<file path="src/rtl/compare_seq_if.sv">
// Request/result bundle for the sequential wide comparator.
// master = requester side, slave = comparator side.
interface compare_seq_if #(
  parameter int NIBBLES = 4
);
  localparam int WIDTH = 4 * NIBBLES;
  localparam int NW    = $clog2(NIBBLES + 1);

  logic             start;
  logic [WIDTH-1:0] a;
  logic [WIDTH-1:0] b;
  logic             busy;
  logic             done;
  logic             gt;
  logic             lt;
  logic             eq;
  logic [NW-1:0]    ncmp;

  modport master (
    output start, a, b,
    input  busy, done, gt, lt, eq, ncmp
  );

  modport slave (
    input  start, a, b,
    output busy, done, gt, lt, eq, ncmp
  );
endinterface

</file>
<file path="src/rtl/compare_seq.sv">
// Sequential unsigned magnitude comparator: one 4-bit slice is reused across
// the operand, MSB nibble first, stopping at the first unequal nibble.

module compare_4 (
  input  logic [3:0] a,
  input  logic [3:0] b,
  output logic       gt,
  output logic       lt,
  output logic       eq
);
  assign gt = (a > b);
  assign lt = (a < b);
  assign eq = (a == b);
endmodule

module compare_seq #(
  parameter int NIBBLES = 4
) (
  input  logic         clk,
  input  logic         rst,
  compare_seq_if.slave bus
);
  localparam int WIDTH = 4 * NIBBLES;
  localparam int NW    = $clog2(NIBBLES + 1);
  localparam int IW    = (NIBBLES > 1) ? $clog2(NIBBLES) : 1;

  typedef enum logic {
    S_IDLE = 1'b0,
    S_RUN  = 1'b1
  } state_t;

  state_t           state_q, state_d;
  logic [WIDTH-1:0] a_q, a_d;
  logic [WIDTH-1:0] b_q, b_d;
  logic [IW-1:0]    idx_q, idx_d;
  logic             busy_q, busy_d;
  logic             done_q, done_d;
  logic             gt_q, gt_d;
  logic             lt_q, lt_d;
  logic             eq_q, eq_d;
  logic [NW-1:0]    ncmp_q, ncmp_d;

  logic [3:0] a_nib;
  logic [3:0] b_nib;
  logic       s_gt;
  logic       s_lt;
  logic       s_eq;

  // Nibble mux feeding the shared slice; a single-nibble build needs no index.
  generate
    if (NIBBLES == 1) begin : g_single
      assign a_nib = a_q[3:0];
      assign b_nib = b_q[3:0];
    end else begin : g_multi
      logic [3:0] a_arr [NIBBLES];
      logic [3:0] b_arr [NIBBLES];
      for (genvar gi = 0; gi < NIBBLES; gi++) begin : g_nib
        assign a_arr[gi] = a_q[4*gi +: 4];
        assign b_arr[gi] = b_q[4*gi +: 4];
      end
      assign a_nib = a_arr[idx_q];
      assign b_nib = b_arr[idx_q];
    end
  endgenerate

  compare_4 u_slice (
    .a  (a_nib),
    .b  (b_nib),
    .gt (s_gt),
    .lt (s_lt),
    .eq (s_eq)
  );

  always_comb begin
    state_d = state_q;
    a_d     = a_q;
    b_d     = b_q;
    idx_d   = idx_q;
    busy_d  = busy_q;
    done_d  = 1'b0;
    gt_d    = gt_q;
    lt_d    = lt_q;
    eq_d    = eq_q;
    ncmp_d  = ncmp_q;

    case (state_q)
      S_IDLE: begin
        if (bus.start) begin
          a_d     = bus.a;
          b_d     = bus.b;
          idx_d   = IW'(NIBBLES - 1);
          gt_d    = 1'b0;
          lt_d    = 1'b0;
          eq_d    = 1'b0;
          ncmp_d  = '0;
          busy_d  = 1'b1;
          state_d = S_RUN;
        end
      end
      S_RUN: begin
        ncmp_d = ncmp_q + NW'(1);
        if (s_gt || s_lt) begin
          gt_d    = s_gt;
          lt_d    = s_lt;
          eq_d    = 1'b0;
          done_d  = 1'b1;
          busy_d  = 1'b0;
          state_d = S_IDLE;
        end else if (idx_q == '0) begin
          // Every nibble matched down to the LSB.
          gt_d    = 1'b0;
          lt_d    = 1'b0;
          eq_d    = s_eq;
          done_d  = 1'b1;
          busy_d  = 1'b0;
          state_d = S_IDLE;
        end else begin
          idx_d = idx_q - IW'(1);
        end
      end
      default: begin
        state_d = S_IDLE;
      end
    endcase
  end

  always_ff @(posedge clk or posedge rst) begin
    if (rst) begin
      state_q <= S_IDLE;
      a_q     <= '0;
      b_q     <= '0;
      idx_q   <= '0;
      busy_q  <= 1'b0;
      done_q  <= 1'b0;
      gt_q    <= 1'b0;
      lt_q    <= 1'b0;
      eq_q    <= 1'b0;
      ncmp_q  <= '0;
    end else begin
      state_q <= state_d;
      a_q     <= a_d;
      b_q     <= b_d;
      idx_q   <= idx_d;
      busy_q  <= busy_d;
      done_q  <= done_d;
      gt_q    <= gt_d;
      lt_q    <= lt_d;
      eq_q    <= eq_d;
      ncmp_q  <= ncmp_d;
    end
  end

  assign bus.busy = busy_q;
  assign bus.done = done_q;
  assign bus.gt   = gt_q;
  assign bus.lt   = lt_q;
  assign bus.eq   = eq_q;
  assign bus.ncmp = ncmp_q;

endmodule
</file>
<file path="src/flat_wrapper.sv">
// flat-port wrapper written by rule: the top's interface ports become plain ports
module compare_seq_flat 
#(
  parameter int NIBBLES = 4
)
  (clk, rst, bus_start, bus_a, bus_b, bus_busy, bus_done, bus_gt, bus_lt, bus_eq, bus_ncmp);
  compare_seq_if #(.NIBBLES(NIBBLES)) bus_i ();
  input  logic clk;
  input  logic rst;
  input wire logic [$bits(bus_i.start)-1:0] bus_start;
  input wire logic [$bits(bus_i.a)-1:0] bus_a;
  input wire logic [$bits(bus_i.b)-1:0] bus_b;
  output wire logic [$bits(bus_i.busy)-1:0] bus_busy;
  output wire logic [$bits(bus_i.done)-1:0] bus_done;
  output wire logic [$bits(bus_i.gt)-1:0] bus_gt;
  output wire logic [$bits(bus_i.lt)-1:0] bus_lt;
  output wire logic [$bits(bus_i.eq)-1:0] bus_eq;
  output wire logic [$bits(bus_i.ncmp)-1:0] bus_ncmp;
  assign bus_i.start = bus_start;
  assign bus_i.a = bus_a;
  assign bus_i.b = bus_b;
  assign bus_busy = bus_i.busy;
  assign bus_done = bus_i.done;
  assign bus_gt = bus_i.gt;
  assign bus_lt = bus_i.lt;
  assign bus_eq = bus_i.eq;
  assign bus_ncmp = bus_i.ncmp;
  compare_seq #(.NIBBLES(NIBBLES)) u_core (.clk(clk), .rst(rst), .bus(bus_i));
endmodule
</file>
<file path="config.mk">
export PLATFORM = sky130hd
export DESIGN_NAME = compare_seq_flat
export DESIGN_NICKNAME = d
export VERILOG_FILES = /design/src/rtl/compare_seq_if.sv /design/src/rtl/compare_seq.sv /design/src/flat_wrapper.sv
export SDC_FILE = /design/constraint.sdc
export NUM_CORES = 1
export LEC_CHECK = 0
export CAP_MARGIN = 5
export CORE_UTILIZATION = 35
export DETAILED_ROUTE_END_ITERATION = 16
export GPL_TIMING_DRIVEN = 1
export PLACE_DENSITY_LB_ADDON = 0.25
export SLEW_MARGIN = 0
export SYNTH_ARGS = -nofsm -noshare
export SYNTH_HDL_FRONTEND = slang
export SYNTH_SLANG_ARGS = --single-unit
</file>
<file path="constraint.sdc">
create_clock -name clk -period 2.35 [get_ports clk]
set_input_delay 0.5875 -clock clk [delete_from_list [all_inputs] [get_ports clk]]
set_output_delay 0.5875 -clock clk [all_outputs]
set_load 0.005 [all_outputs]
</file>
* After elaboration in Yosys (flattened, before gate mapping)
Cells that the tools add are included.
** Word-level totals
- Register bits after elaboration :: 43
- Input bits :: 35
- Output and inout port bits :: 8
** Operators by class
- $add $sub $neg :: 2
- Magnitude comparators :: 3
- Eq/ne operators :: 5
- Muxes and demuxes :: 31
- Bitwise gates (word level) :: 2
- Reductions and logical operators :: 5
** Operators with widths (count)
- $bmux W4 S2 :: 2
- $mux W4 :: 4
- $mux W1 :: 14
- $pmux W1 S2 :: 5
- $mux W2 :: 3
- $ne A2 B2 Y1 const B :: 3
- $pmux W3 S2 :: 1
- $eq A4 B4 Y1 :: 1
- $gt A4 B4 Y1 :: 1
- $lt A4 B4 Y1 :: 1
- $pmux W2 S2 :: 1
- $reduce_and A2 Y1 :: 2
- $add A3 B1 Y3 const B :: 1
- $ge A3 B3 Y1 const B :: 1
- $mux W3 :: 1
- $ne A3 B3 Y1 const B :: 1
- $not A2 Y3 :: 1
- $reduce_and A3 Y1 :: 1
- $logic_not A2 Y1 :: 1
- $sub A2 B1 Y2 const B :: 1
- $logic_or A1 B1 Y1 :: 1
- $not A1 Y1 :: 1

* Logic depth before layout (Yosys ltp)
- Word-level depth :: 8
- Depth in mapped cells :: 8
- Mapped depth without buffers :: 7

* By module
From an unflattened synthesis, not the netlist that was laid out.
** Unflattened totals
- Cells, all modules :: 205
- Area total of the unflattened synthesis :: 2023.2 um^2
** Modules (own cells, without submodules)
- compare_seq :: instances 1, cells each 189, area each 1894.3 um^2
- compare_4 :: instances 1, cells each 16, area each 128.9 um^2

* Least setup slack after synthesis
OpenSTA, ideal clock, no wires.
- Path kind :: flip-flop to flip-flop
- Start :: reg u_core.idx_q[0]
- End :: reg u_core.state_q
- Setup time :: 0.124 ns
- Data arrival time :: 2.201 ns
- Data required time :: 2.226 ns
- Slack :: 0.025 ns
- Cell stages (with the launch flop) :: 7
- Buffers on the path :: 1
- Clock period less this slack :: 2.325 ns
- Path through :: dfrtp_1 buf_2 mux4_2 ha_1 or4b_4 nor2b_4 or2_1
** Between the ends
- Word-level cells in the longest chain between the ends :: 8
- Elaborated cells on any way between the ends :: 14
** RTL lines
- start, declared :: line compare_seq.sv:35 : logic [IW-1:0] idx_q, idx_d;
- start signal, assigned :: line compare_seq.sv:143 : idx_q <= idx_d;
- $not A2 Y3 (not written as such) :: line compare_seq.sv:61, compare_seq.sv:62
- $bmux W4 S2, on equally long branches :: line compare_seq.sv:61, compare_seq.sv:62
- $mux W4, on equally long branches (2 in a row) :: line compare_seq.sv:61, compare_seq.sv:62
- $gt A4 B4 Y1 or $lt A4 B4 Y1 (tied branches) :: line compare_seq.sv:11, compare_seq.sv:12
- $logic_or A1 B1 Y1 :: line compare_seq.sv:102 : if (s_gt || s_lt) begin
- $mux W1 (*) :: line compare_seq.sv:102
- $pmux W1 S2 (*) :: line compare_seq.sv:86 : case (state_q)
- via u_core.state_d :: line compare_seq.sv:32 : state_t state_q, state_d;
- end signal, assigned :: line compare_seq.sv:140 : state_q <= state_d;
- end, declared :: line compare_seq.sv:32
The timed path passes the listed nets; every way through them passes the cells marked *. The select of a mux whose other input is x is not followed.
A chain may end at the register's enable or synchronous reset.

* Worst setup path in the final report
Ends and elaborated chain as after synthesis.

==> impl.org <==
** Clock network
- TritonCTS built the clock tree.
- Total of hold buffers inserted after clock tree synthesis :: 0
- Clock tree synthesis inserted a total of 5 buffers.
- Total of cells resized after clock tree synthesis :: 0
- H-tree Lvls :: 2
- Post-CTS setup buffer count :: 0
- Clock root buffer :: sky130_fd_sc_hd__clkbuf_8
- The clock drives 43 sinks.
- For the worst-skew pair, the clock arrives at the later sink with an insertion delay of 0.29 ns.
- Clock-pin slew was measured on the worst setup and hold paths at 0.08 ns.
- Worst-case clock buffer depth :: 2

** Critical path
- Critical path data required time :: 2.53 ns
- Worst path cell trace :: buf_12 > mux4_2 > ha_1 > or4b_4 > nor2b_4 > or2_1
- In this run the worst path has a maximum fanout of 9.
- FF-to-FF Start :: u_core.idx_q[0]
- Highest cell delay on the worst timing path :: 0.52 ns
- Number of buffer and inverter instances along the worst setup path :: 1
- Kind of cell adding the most delay to the critical path :: simple AND/OR/NAND/NOR gates
- STA classifies the critical path startpoint as a flip-flop.
- Critical path data arrival time :: 2.43 ns
- Among all stages on the critical path, the largest delay is contributed by sky130_fd_sc_hd__or4b_4.
- Worst setup EP type :: flip-flop
- Timing startpoint of the critical path :: u_core.idx_q[0]
- The worst setup path is of the reg -> reg kind.

** Route
- Detailed-router iteration count before antenna repair :: 4
- Across all layers, the routed design uses 1237 vias.
- Highest metal layer used by the detailed router :: met4
- Antenna viol nets, final :: 0
- The first routing iteration left 33 violations.
- Met3 WL post-DR :: 135 µm
- Total detailed-routing wirelength :: 3.586 mm
- Routed WL per cell :: 13.63 µm
- After detailed routing, the wire length on met1 is 1.598 mm.
- Vias per cell :: 4.703
- Number of remaining DRC errors :: 0
- The routed design uses 1.817 mm of met2 wire.

** Flow run
- The tool flagged a number of max-cap violations equal to 0.

** Global route
- The first global-routing pass estimated 6.258 mm of wire.
- Total GRT Usage :: 0.1349
- The via count of the first global-routing pass was 1385.
- For this run the aggregate overflow at the end of global routing stands at 0.
- The initial antenna violation count is 0.
- Entering global routing, the biggest net connects 20 pins.

** STA
- After layout, the worst setup slack is 0.1023 ns.
- Slew at the pin with the worst max-slew slack :: 0.6627 ns
- Final setup violation count :: 0
- Min cycle time layout :: 2.248 ns
- Setup repair after global routing left no endpoint under its margin.
- The final number of max-transition violations was 0.
- Static timing analysis puts the maximum clock frequency at 444.9 MHz.
- In the finished design, the share of the clock period the worst path needs comes to 0.9565.
- Setup total negative slack :: 0 ns
- Final Hold Vio Count :: 0
- Relative slew slack :: 0.5555
- Clock tree skew after final layout :: 0.005578 ns

** Layout
- Antenna cell count :: 0
- Number of inserted filler cells in the final layout :: 497
- Of the cells placed in the final design, the portion with a size suffix greater than 1 is 0.3089.
- The area growth from synthesis to layout is 31.56%.
- Summing all non-filler instances in the final layout gives an area of 2629 µm².
- Reg area :: 1076 µm²
- Summing all multi-input logic gate instances after layout gives 852.1 µm².
- Layout net count :: 232
- Finished Layout Cells :: 263

** Logic synthesis
- Among all cell types in the netlist, the one instantiated most often is sky130_fd_sc_hd__dfrtp_1.
- Async set-or-reset flop fraction in the synthesized netlist :: 1.000
- The number of different library cells used by synthesis comes to 23.
- The share of synthesized area in the top cell type comes to 0.5385.
- Counting flops and latches in the post-synthesis netlist gives 43.
- Gate count after technology mapping :: 141
- The Yosys step of the flow raised 0 warnings.
- The commonest cells after synthesis are 43 x sky130_fd_sc_hd__dfrtp_1, 33 x sky130_fd_sc_hd__mux2_2, 8 x sky130_fd_sc_hd__inv_1, 8 x sky130_fd_sc_hd__mux4_2.
- Leading post-synthesis cells by cell area :: sky130_fd_sc_hd__dfrtp_1 54%, sky130_fd_sc_hd__mux2_2 19%, sky130_fd_sc_hd__mux4_2 9.0%
- The most used flip-flop cell after synthesis is sky130_fd_sc_hd__dfrtp_1.
- Post-synthesis sequential area ratio :: 0.5385
- The synthesized design contains 0 enable-type register cells.
- Each instance of the synthesized netlist takes up on average 14.17 µm².
- Cell taking the most area after synthesis :: sky130_fd_sc_hd__dfrtp_1
- Syn_nets :: 182
- Summing every instance area after synthesis gives 1998 µm².

** Floorplanning
- After floorplanning, the core was divided into 27 placement rows.
- The core region is 5507 µm².
- The die covers 6016 µm².
- DIE WIDTH :: 77.56 µm
- The die is 77.56 µm tall.
- Initial standard-cell utilization of the core :: 0.3629
- Boundary Pins :: 43

** Place
- At the end of routability-driven placement, the weighted congestion stood at 0.7267.
- Input and output buffers added on the ports amount to 42.
- Placement Cell Area :: 2541 µm²
- Post-Place Cells :: 256
- Minimum setup slack after placement :: 0.09647 ns
- DPL Wire Length :: 2.811 mm

** Hold path
- Worst min-delay path startpoint :: u_core.a_q[7]
- Classification of the worst-slack hold path :: reg -> reg

** Power and ir drop
- Dividing total power by cell area gives a power density of 978.8 nW/µm².
- Total power for the finished layout comes to 2.573 mW.
- Leak Pwr :: 1.125 nW
- The worst-case IR drop observed on VDD is 400.0 µV.

** Outcome
- The run finished with clean final reports.
cells by family (layout without fill, tap and decap cells):
| kind of cell | after synthesis | count (layout) | share of synthesized area |
|---|---|---|---|
| multiplexers | 43 | 43 | 0.2862 |
| flip-flops | 43 | 43 | 0.5385 |
| AND/OR/NAND/NOR | 20 | 20 | 0.05949 |
| buffers and inverters | 15 | 65 | 0.03883 |
| AO/OA/AOI/OAI | 14 | 14 | 0.03945 |
| adder cells (fa/ha/maj) | 6 | 6 | 0.03757 |
routing by layer:
metal | up-vias | global-route usage
met1 | 609 | 0.1672
li1 | 598 | -
met2 | 25 | 0.2283
met3 | 5 | 0.03412
met5 | - | 0
met4 | 0 | 0.04528
state kept, by name, summed over array words and instances, names as in the netlist:
name / count
u_core.bus.gt: 1
u_core.bus.eq: 1
u_core.a_q: 16
u_core.bus.lt: 1
u_core.b_q: 16
u_core.bus.done: 1
u_core.idx_q: 2
u_core.bus.busy: 1
u_core.bus.ncmp: 3
u_core.state_q: 1
stage by stage:
step	hold WS (ns)	utilization
after CTS	0.5124	0.4774
final	0.5045	0.4774
after detailed placement	0.4953	0.4615
after global placement	0.4680	0.4615
after global routing	0.5328	0.4774
after floorplan	0.4742	-
worst paths after layout:
kind	slack (ns)	endpoint	cells after the start
setup / recovery	0.10	u_core.state_q	6
hold / removal	0.50	u_core.a_q[7]	1
setup reg to reg	0.10	u_core.state_q	6
hold reg to reg	0.50	u_core.a_q[7]	1
max in group asynchronous	1.15	u_core.b_q[10]	3
min in group asynchronous	0.61	u_core.bus.busy	2
cell type report:
cell class | instances | share of cell area
Multi-Input combinational cell | 83 | 0.3241
Clock buffer | 6 | 0.03141
Inverter | 8 | 0.01142
Clock inverter | 1 | 0.001904
Sequential cell | 43 | 0.4093
Timing Repair Buffer | 50 | 0.1875
Tap cell | 72 | 0.03427
worst reg2reg max path, cell delays in order, from the launching register on:
cell                      delay (ns)
sky130_fd_sc_hd__dfrtp_1        0.40
sky130_fd_sc_hd__buf_12         0.15
sky130_fd_sc_hd__mux4_2         0.50
sky130_fd_sc_hd__ha_1           0.23
sky130_fd_sc_hd__or4b_4         0.52
sky130_fd_sc_hd__nor2b_4        0.15
sky130_fd_sc_hd__or2_1          0.20
cells in the final DEF, fill, tap and decap left out, types with 2 or more instances in the layout:
cell	instances
sky130_fd_sc_hd__a21oi_1	6
sky130_fd_sc_hd__buf_4	7
sky130_fd_sc_hd__clkbuf_8	6
sky130_fd_sc_hd__clkdlybuf4s50_1	42
sky130_fd_sc_hd__dfrtp_1	43
sky130_fd_sc_hd__ha_1	6
sky130_fd_sc_hd__inv_1	7
sky130_fd_sc_hd__mux2_2	33
sky130_fd_sc_hd__mux2i_1	2
sky130_fd_sc_hd__mux4_2	8
sky130_fd_sc_hd__nand2_1	5
sky130_fd_sc_hd__nor2_1	5
sky130_fd_sc_hd__nor2b_1	3
sky130_fd_sc_hd__nor2b_4	2
sky130_fd_sc_hd__o21a_1	2
sky130_fd_sc_hd__o21ai_0	5
power by group:
group / switching, mW / total (mW) / internal (mW)
clock: 0.231 / 0.461 / 0.230
combinational: 0.355 / 0.982 / 0.627
sequential: 0.152 / 1.13 / 0.977
No activity file was read; power rests on OpenSTA's default activity.
==> RTL change: new RTL, same settings <==
`NIBBLES` is set to 4 in 3 places; all go to 2.
--- a/src/rtl/compare_seq_if.sv
+++ b/src/rtl/compare_seq_if.sv
@@ -1,7 +1,7 @@
 // Request/result bundle for the sequential wide comparator.
 // master = requester side, slave = comparator side.
 interface compare_seq_if #(
-  parameter int NIBBLES = 4
+  parameter int NIBBLES = 2
 );
   localparam int WIDTH = 4 * NIBBLES;
   localparam int NW    = $clog2(NIBBLES + 1);
--- a/src/rtl/compare_seq.sv
+++ b/src/rtl/compare_seq.sv
@@ -14,7 +14,7 @@
 endmodule
 
 module compare_seq #(
-  parameter int NIBBLES = 4
+  parameter int NIBBLES = 2
 ) (
   input  logic         clk,
   input  logic         rst,
--- a/src/flat_wrapper.sv
+++ b/src/flat_wrapper.sv
@@ -1,7 +1,7 @@
 // flat-port wrapper written by rule: the top's interface ports become plain ports
 module compare_seq_flat 
 #(
-  parameter int NIBBLES = 4
+  parameter int NIBBLES = 2
 )
   (clk, rst, bus_start, bus_a, bus_b, bus_busy, bus_done, bus_gt, bus_lt, bus_eq, bus_ncmp);
   compare_seq_if #(.NIBBLES(NIBBLES)) bus_i ();
Ports: changed (resized bus_a, bus_b and bus_ncmp); port bits go from 43 to 26. The function was not compared with the original's and may differ.
==> RTL change against the unedited design <==
  * Setup slack better by 0.081 ns
  * Worst hold slack worse by 0.0085 ns
  * Synthesized area is 40% lower
  * Clock power is 60% lower
  * Global-route usage is 0.13 points higher
  * Power is 50% lower
  * Sequential cell count is 18 lower
  * Cell area is 42% lower
  * Routed wire length is 41% lower
  * Largest cell class unchanged
==> RTL change: results (changes against the unedited design) <==
The critical path starts at u_core.idx_q$_DFFE_PP0P_. The total number of nets in the final design was 172 (-26%). The quantity of I/O buffers inserted on ports came to 25 (-40%). The synthesized-area fraction occupied by adder cells came out at 0.0417 (+0.00414). The fraction of synthesized area in multiplexers came out at 0.0803 (-0.206). The number of flip-flops and latches was 25 (-42%). The sum of routed wire length over all layers came out at 2.11 mm (-41%).

The via count is 888 (-28%). The mean cell area of the mapped netlist came to 9.92 um2 (-30%). The relative slew slack is 0.725 (+0.169).

The worst vdd rail ir drop came out at 0.279 mV (-30%). The number of well-tap cells placed came out at 44 (-39%). The maximum level of the CTS H-tree came to 1 (-1). On the critical path, the stage with the largest delay is an instance of dfrtp_1. In this run the clock root is driven by a clkbuf_4. The Yosys warning count was 0 (unchanged). The total area of sequential cells came out at 626 um2 (-42%).

The post-synthesis xor/xnor area fraction is 0.00730 (+0.00730). The count of unique library cells instantiated by Yosys is 27 (+17%). The worst min-delay path startpoint is u_core.b_q[1]$_DFFE_PP0P_.

The detailed-placement wirelength estimate came out at 1.64 mm (-42%). The clock latency reported for the late side of the worst-skew pair is 0.31 ns (+0.02 ns). The fraction of area in multi-input gates is 0.350 (+0.0259).

The share of the synthesized area in compound gates (AO/OA/AOI/OAI) came out at 0.0980 (+0.0586). The number of global-route vias before repair was 933 (-33%). The total number of multi-input combinational cells came to 89 (+7.2%). The fraction of final layout cells sized beyond drive strength 1 came to 0.122 (-0.187). On the critical path the largest part of the delay comes from compound AO/OA/AOI/OAI gates. The data-path buffer share of cell area in the final layout came out at 0.184 (-0.00392). The largest net degree at the start of global routing was 26 (+30%). The clock input transition at the sequential cells of the worst setup and hold paths is 0.13 ns (+0.05 ns). The flow ran to the end, and the final reports show no timing, DRC or antenna violations. The peak per-stage delay on the critical path came out at 0.60 ns (+0.08 ns). The post-route non-filler standard cell count is 192 (-27%).

The proportion of synthesized chip area in sequential cells came to 0.521 (-0.0171). The total nets after synthesis is 144 (-21%). The number of ordinary and repair buffers in the finished layout was 29 (-42%).

The placed standard-cell area came out at 1500 um2 (-41%). The global-route wire length before repair is 3.74 mm (-40%). By area the synthesized netlist is led by dfrtp_1, nand2_1, mux2_2. The share of synthesized flip-flops with an asynchronous set or reset is 1.00 (unchanged). The critical-path maximum fanout is 11 (+2). The leakage power summed over all cells came out at 0.753 nW (-33%).

The commonest cells after synthesis are nand2_1, dfrtp_1, mux2_2. The fraction of area in clock buffers and inverters came out at 0.0180 (-0.0153). The setup skew after layout came out at 0.00302 ns (-0.00256 ns). The non-clock inverter instance count of the final layout came to 1 (-7).
==> RTL change: cell count changes in the layout (fill, tap and decap cells not counted), moves of 4 or more <==
| cell | before | now |
|---|---|---|
| nand2_1 | 5 | 52 |
| mux2_2 | 33 | 5 |
| dfrtp_1 | 43 | 25 |
| clkdlybuf4s50_1 | 42 | 25 |
| mux4_2 | 8 | 0 |
| a21oi_1 | 6 | 0 |
| clkbuf_8 | 6 | 0 |
| inv_1 | 7 | 1 |
| nor2_1 | 5 | 1 |
==> RTL change: worst paths after layout <==
| kind | cells after the start | end | slack [ns] |
|---|---|---|---|
| setup / recovery | 6 | u_core.bus.eq$_DFFE_PP0P_ | 0.18 |
| hold / removal | 2 | u_core.b_q[1]$_DFFE_PP0P_ | 0.50 |
| setup reg to reg | 6 | u_core.bus.eq$_DFFE_PP0P_ | 0.18 |
| hold reg to reg | 2 | u_core.b_q[1]$_DFFE_PP0P_ | 0.50 |
| max in group asynchronous | 3 | u_core.a_q[4]$_DFFE_PP0P_ | 1.52 |
| min in group asynchronous | 3 | u_core.a_q[3]$_DFFE_PP0P_ | 0.60 |
==> RTL change: worst min-delay path: cells and delay by family (launching register included) <==
| kind | cells | cell delay [ns] |
|---|---|---|
| AND/OR/NAND/NOR | 2 | 0.12 |
| flip-flops | 1 | 0.36 |
==> RTL change: power breakdown <==
part / switching [W] / internal, W / leakage [nW]
Sequential: 0.0000826 / 0.000529 / 0.308
Combinational: 0.000215 / 0.000280 / 0.428
Clock: 0.000123 / 0.0000637 / 0.0177
==> RTL change: layer usage <==
metal  track usage  vias to the layer above  wire [um]
met5             0                        -          0
met2         0.248                       21       1020
met4        0.0487                        0         25
met3        0.0277                        4        109
met1         0.158                      411        963
li1              -                      452          -
